===== src/rtl/llc_output_encoder.sv =====
// LLC transmit-side encoder: per-channel FIFOs that queue {tag,set}/msg/id entries
// from the core and present them on rsp, fwd and mem_req valid/ready interfaces.
module llc_output_encoder #(
    parameter int DEPTH    = 2,
    parameter int TAG_BITS = 12,
    parameter int SET_BITS = 8,
    parameter int MSG_BITS = 5,
    parameter int ID_BITS  = 4
) (
    input  logic                         clk,
    input  logic                         rst,
    input  logic                         send_rsp,
    input  logic                         send_fwd,
    input  logic                         send_mem,
    input  logic [TAG_BITS-1:0]          send_tag,
    input  logic [SET_BITS-1:0]          send_set,
    input  logic [MSG_BITS-1:0]          send_msg,
    input  logic [ID_BITS-1:0]           send_id,
    output logic                         rsp_avail,
    output logic                         fwd_avail,
    output logic                         mem_avail,
    output logic                         llc_rsp_out_valid_int,
    input  logic                         llc_rsp_out_ready_int,
    output logic                         llc_fwd_out_valid_int,
    input  logic                         llc_fwd_out_ready_int,
    output logic                         llc_mem_req_valid_int,
    input  logic                         llc_mem_req_ready_int,
    output logic [TAG_BITS+SET_BITS-1:0] rsp_out_addr,
    output logic [TAG_BITS+SET_BITS-1:0] fwd_out_addr,
    output logic [TAG_BITS+SET_BITS-1:0] mem_req_addr,
    output logic [MSG_BITS-1:0]          rsp_out_msg,
    output logic [MSG_BITS-1:0]          fwd_out_msg,
    output logic [MSG_BITS-1:0]          mem_req_msg,
    output logic [ID_BITS-1:0]           rsp_out_id,
    output logic [ID_BITS-1:0]           fwd_out_id,
    output logic [ID_BITS-1:0]           mem_req_id,
    output logic                         out_idle,
    output logic                         overflow_err
);

    localparam int AW = TAG_BITS + SET_BITS;
    localparam int EW = AW + MSG_BITS + ID_BITS;
    localparam int PW = $clog2(DEPTH);
    localparam int CW = PW + 1;

    logic [EW-1:0] entry_in;
    logic [2:0]    send_vec;
    logic [2:0]    ready_vec;
    logic [2:0]    valid_vec;
    logic [2:0]    avail_vec;
    logic [2:0]    ovf_vec;
    logic [EW-1:0] head_vec [3];

    // Entry layout: {addr = {tag,set}, msg, id}; shared by every channel pushed this cycle.
    assign entry_in  = {send_tag, send_set, send_msg, send_id};
    assign send_vec  = {send_mem, send_fwd, send_rsp};
    assign ready_vec = {llc_mem_req_ready_int, llc_fwd_out_ready_int, llc_rsp_out_ready_int};

    genvar gi;
    generate
        for (gi = 0; gi < 3; gi++) begin : g_ch
            logic [EW-1:0] mem_q [DEPTH];
            logic [EW-1:0] mem_d [DEPTH];
            logic [PW-1:0] wr_ptr_q, wr_ptr_d;
            logic [PW-1:0] rd_ptr_q, rd_ptr_d;
            logic [CW-1:0] count_q, count_d;
            logic          ovf_q, ovf_d;
            logic          avail;
            logic          push;
            logic          pop;

            // Availability looks only at the registered count, so a full FIFO
            // rejects a push even when it is popping in the same cycle.
            assign avail = (count_q < CW'(DEPTH));

            always_comb begin
                push     = send_vec[gi] && avail;
                pop      = (count_q != '0) && ready_vec[gi];
                mem_d    = mem_q;
                if (push) begin
                    mem_d[wr_ptr_q] = entry_in;
                end
                wr_ptr_d = wr_ptr_q + PW'(push);
                rd_ptr_d = rd_ptr_q + PW'(pop);
                count_d  = count_q + CW'(push) - CW'(pop);
                ovf_d    = ovf_q | (send_vec[gi] & ~avail);
            end

            always_ff @(posedge clk or negedge rst) begin
                if (!rst) begin
                    for (int i = 0; i < DEPTH; i++) begin
                        mem_q[i] <= '0;
                    end
                    wr_ptr_q <= '0;
                    rd_ptr_q <= '0;
                    count_q  <= '0;
                    ovf_q    <= 1'b0;
                end else begin
                    mem_q    <= mem_d;
                    wr_ptr_q <= wr_ptr_d;
                    rd_ptr_q <= rd_ptr_d;
                    count_q  <= count_d;
                    ovf_q    <= ovf_d;
                end
            end

            assign valid_vec[gi] = (count_q != '0);
            assign avail_vec[gi] = avail;
            assign ovf_vec[gi]   = ovf_q;
            assign head_vec[gi]  = mem_q[rd_ptr_q];
        end
    endgenerate

    assign rsp_avail    = avail_vec[0];
    assign fwd_avail    = avail_vec[1];
    assign mem_avail    = avail_vec[2];
    assign out_idle     = ~|valid_vec;
    assign overflow_err = |ovf_vec;

    assign llc_rsp_out_valid_int = valid_vec[0];
    assign llc_fwd_out_valid_int = valid_vec[1];
    assign llc_mem_req_valid_int = valid_vec[2];

    assign {rsp_out_addr, rsp_out_msg, rsp_out_id} = head_vec[0];
    assign {fwd_out_addr, fwd_out_msg, fwd_out_id} = head_vec[1];
    assign {mem_req_addr, mem_req_msg, mem_req_id} = head_vec[2];

endmodule


===== config.mk =====
export PLATFORM = sky130hd
export DESIGN_NAME = llc_output_encoder
export DESIGN_NICKNAME = d
export VERILOG_FILES = /design/src/rtl/llc_output_encoder.sv
export SDC_FILE = /design/constraint.sdc
export NUM_CORES = 1
export LEC_CHECK = 0
export CORE_AREA = 2 2 110 165
export CTS_BUF_LIST = sky130_fd_sc_hd__clkbuf_8 sky130_fd_sc_hd__clkbuf_16
export CTS_CLUSTER_DIAMETER = 150
export DETAILED_ROUTE_END_ITERATION = 7
export DIE_AREA = 0 0 112 167
export PLACE_DENSITY = 0.8
export SLEW_MARGIN = 20
export SYNTH_ARGS = -nofsm -noshare
export SYNTH_HDL_FRONTEND = slang
export SYNTH_SLANG_ARGS = --single-unit

===== constraint.sdc =====
create_clock -name clk -period 1.85 [get_ports clk]
set_clock_uncertainty 0.15 [all_clocks]
set_input_delay 0.2775 -clock clk [delete_from_list [all_inputs] [get_ports clk]]
set_output_delay 0.2775 -clock clk [all_outputs]
set_load 0.01 [all_outputs]

Word level (Yosys, flattened, before mapping) --
Index checks and enable logic that the tools add are counted.
Operators by class: div/mod/pow operators 0, muxes and demuxes 18, eq/ne operators 0, bitwise logic cells 15, shift-type cells 0, $add $sub $neg 12, magnitude comparators 12, multipliers 0, reductions and logical operators 15
Operator list (number):
- $mux 29 | 12
- $bwmux 58 | 3
- $demux 29 s1 | 3
- $ge 2x2->1 const B | 6
- $not 1->2 | 6
- $logic_and 1x1->1 | 9
- $add 1x1->1 | 6
- $add 2x1->2 | 3
- $lt 2x1->1 const B | 3
- $lt 2x2->1 const B | 3
- $reduce_bool 2->1 | 3
- $reduce_or 3->1 | 2
- $sub 2x1->2 | 3
- $and 1x1->1 | 3
- $not 1->1 | 3
- $or 1x1->1 | 3
- $logic_not 1->1 | 1
Word-level totals: ROM bits 0, word-level logic and storage cells 90, RAM bits 0, bits in latches 0, bits in registers 189, input bits 37, memories kept 0

Logic depth before layout (Yosys ltp) --
word-level depth 6, mapped depth 5

Least setup slack after synthesis --
No wires, ideal clock.
path kind register to register, from register g_ch[0].count_q[1], to register g_ch[0].mem_q[47] in the netlist's numbering, library setup time 0.125 ns, buffers on the path 2, clock period less this slack 1.760 ns, arrival time 1.485 ns, setup slack 0.090 ns, cell stages (with the launch flop) 6, required time 1.575 ns, cells stage by stage dfrtp_1 > nor2b_4 > ha_1 > buf_2 > buf_2 > mux2_2
On the way: longest elaborated chain between the ends 2
RTL lines:
- start, declared | line 66 | logic [CW-1:0] count_q, count_d;
- start signal, assigned | line 102 | count_q <= count_d;
- $lt 2x2->1 | line 74 | assign avail = (count_q < CW'(DEPTH));
- $logic_and 1x1->1 | line 77 | push = send_vec[gi] && avail;
- end signal, assigned | line 99 | mem_q <= mem_d;
- end, declared | line 62 | logic [EW-1:0] mem_q [DEPTH];
Every way passes these cells. A chain may end at the register's enable or synchronous reset.

Final worst setup path --
from register g_ch[1].rd_ptr_q, to output fwd_out_addr[6]
On the way: longest elaborated chain between the ends 4
RTL lines:
- start, declared | line 65 | logic [PW-1:0] rd_ptr_q, rd_ptr_d;
- start signal, assigned | line 101 | rd_ptr_q <= rd_ptr_d;
- $not 1->2 (implied by the code) | line 110 | assign head_vec[gi] = mem_q[rd_ptr_q];
- $mux 29 (implied by the code) (3 in a row) | line 110
- end, declared | line 29 | output logic [TAG_BITS+SET_BITS-1:0] fwd_out_addr,
Every way passes these cells. The select of a mux whose other input is x is not followed.

==> results.cfg <==
[status]
outcome = complete, but fails checks
violations = negative setup slack

[synth]
yosysMostFrequentCell = mux2_2
synth-async-reset-ratio_pct = 100
synth_nets = 579
synthTopCellsByCount = mux2_2, dfrtp_1, mux2_4, buf_2, inv_1
syn-instance-count = 536
ys_seq_area_share_pct = 56.6
synth.top_cell.area_share_pct = 56.6
netlist_top_cells_area = dfrtp_1, mux2_2, mux2_4, buf_2, ha_1
synth_edf_count = 0
syn_avg_cell_area_um2 = 15.6
yosysTopAreaCell = dfrtp_1
synthesis.area_mm2 = 0.00835
ys_warn_count = 0
synthDistinctLibCells = 23
ys_ff_latch = 189
synth_flop_cell = dfrtp_1

[critical_path]
startpoint_type = register
path_max_fanout = 9
path_buf_inv = 3
crit_slowest_cell = dfrtp_2
cp.depth = 4
cp_slowest_stage_delay_ps = 410
end_kind = primary output
critPathRequiredTime_ps = 1420
r2r_cells = 5
crit_type = register to primary output
cp_top_family = buffers and inverters
path_cells = buf_4 -> buf_12 -> mux2_2 -> buf_2
arrival_ps = 1610

[route]
routed_via_density = 5.38
vias = 5039
dr.first_iter.drc_count = 210
drtPass1Iterations = 4
wl_met2_um = 11300
wl_met1_um = 7530
ant_nets = 0
wl_um = 19700
maxUsedRoutingLayer = met4
wl_met3_um = 667
wl_per_cell_um = 21.0
drc = 0

[global_routing]
grt_pass1_wl_um = 31800
grt_overflow = 0
antenna_found_initial = 0
grt_pass1_vias = 5760
grt_max_degree = 50
track_usage_pct = 22.0

[clocking]
cts_tree = done
clock-root-buffer = clkbuf_16
cts_sinks = 189
clk_path_buf_depth = 2
cts_htree_levels = 4
numCtsBuffers = 17
clkTransAtPathRegs_ps = 60
clock_latency_ps = 430

[floorplanning]
fp.dieW_um = 112
start_util_pct = 48.3
die-area_mm2 = 0.0187
io_pins = 132
rows = 59
core_region_area_mm2 = 0.0173
die_y_um = 167

[sta]
slew_headroom_pct = 66.9
worst_slack_ps = -183
min_period_over_period_pct = 110
hold_violations = 0
slew_viol_final = 0
min_period_ps = 2030
finalSetupViolCount = 87
rsz0062_at_grt = yes
tightest_slew_ps = 496
fmax_mhz = 492

[finish]
drive_above_1_share_pct = 62.1
final_area_mm2 = 0.0113
area_delta_synth_final_pct = 35.0
fin_nets = 753
antennaDiodeCount = 0
fill_cells = 1230
final_core_util_pct = 65.3

[placement]
pre_cts_slack_ps = -191
place_area_mm2 = 0.0103
port_buffers = 131
dpl.hpwl_um = 13300
globalplace.congestion = 0.756

[power]
p_per_area_mw_per_mm2 = 2090
p_sw_mw = 7.38
p_comb_share_pct = 53.3
p_sw_share_pct = 31.4
p_leak_nw = 5.14
clkPwrFrac_pct = 15.2
seq_power_share_pct = 31.5
max-vdd-ir-drop_uv = 1040
p_int_mw = 16.1

[hold_path]
hold_path_class = input pin to asynchronous set/reset pin

[job]
max_cap_violations = 0
layer usage:
metal	global-route usage, %	up-vias
met2	41.1	100
met4	6.68	0
met5	0	-
li1	-	2256
met3	4.59	16
met1	25.0	2667
path summary, 6_finish.rpt:
kind                       slack [ps]          startpoint                 to
max                              -180    g_ch[1].rd_ptr_q    fwd_out_addr[6]
min                               220                 rst  g_ch[2].mem_q[23]
max reg2reg                        60  g_ch[2].count_q[1]  g_ch[2].mem_q[51]
min reg2reg                       310       g_ch[0].ovf_q      g_ch[0].ovf_q
max in group asynchronous         710                 rst  g_ch[0].mem_q[51]
min in group clk                  310       g_ch[0].ovf_q      g_ch[0].ovf_q
per-stage QoR:
step | std cells | total power [mW] | hold WS [ps] | TNS, ps
floorplan | 536 | 13.2 | -168 | 0
global placement | 893 | 18.2 | 102 | -10700
detailed placement | 893 | 18.7 | 110 | -14040
CTS | 941 | 23.5 | 236 | -13030
global route | 936 | 24.7 | 255 | -13200
finish | 936 | 23.5 | 217 | -9680
cells by family after synthesis:
| logic type | share of synthesized area (%) |
|---|---|
| AOI/OAI and AO/OA | 0.854 |
| xor gates and xnor gates | 0.629 |
| adders and majority gates | 0.899 |
| buffers and inverters | 2.56 |
| DFF | 56.6 |
| muxes | 36.5 |
| and+or+nand+nor | 1.89 |
cell usage in the layout, fill, tap and decap left out, types with 7 or more instances in the layout:
cell type        count
buf_2               15
inv_1               12
clkdlybuf4s50_1     35
clkbuf_16           17
mux2_4              75
dfrtp_1            186
buf_6               79
buf_12              22
buf_4               21
mux2_2             186
clkbuf_8             7
power groups by stage:
stage / clock network, mW / logic (mW) / registers [mW]
after global routing: 3.82 / 13.2 / 7.69
after floorplan: 0 / 6.22 / 7.02
after global placement: 0 / 11.0 / 7.21
after CTS: 3.64 / 12.5 / 7.36
final: 3.58 / 12.5 / 7.41
after detailed placement: 0 / 11.3 / 7.41
area by class of cell:
type                    instances  area (µm²)  area share (%)
flip-flops and latches        189        4730            42.0
multi-input cells             311        3600            31.9
repair buffers                182        2060            18.2
clock buffers                  24         522            4.63
well taps                     213         267            2.36
clock inverters                 8        63.8           0.566
inverters                       9        33.8           0.300
registers in the layout (all words and copies together) (netlist names):
name,flops
g_ch.count_q,6
g_ch.mem_q,174
g_ch.ovf_q,3
g_ch.rd_ptr_q,3
g_ch.wr_ptr_q,3
repair_timing:
item,CTS,global route
resized for setup,485,30
buffers inserted,11,0
hold buffers,1,0
pin swaps,1,0
hold endpoints to repair,43,0
setup endpoints to repair,95,89
cloned,4,0
Power figures use the tool's default switching activity.
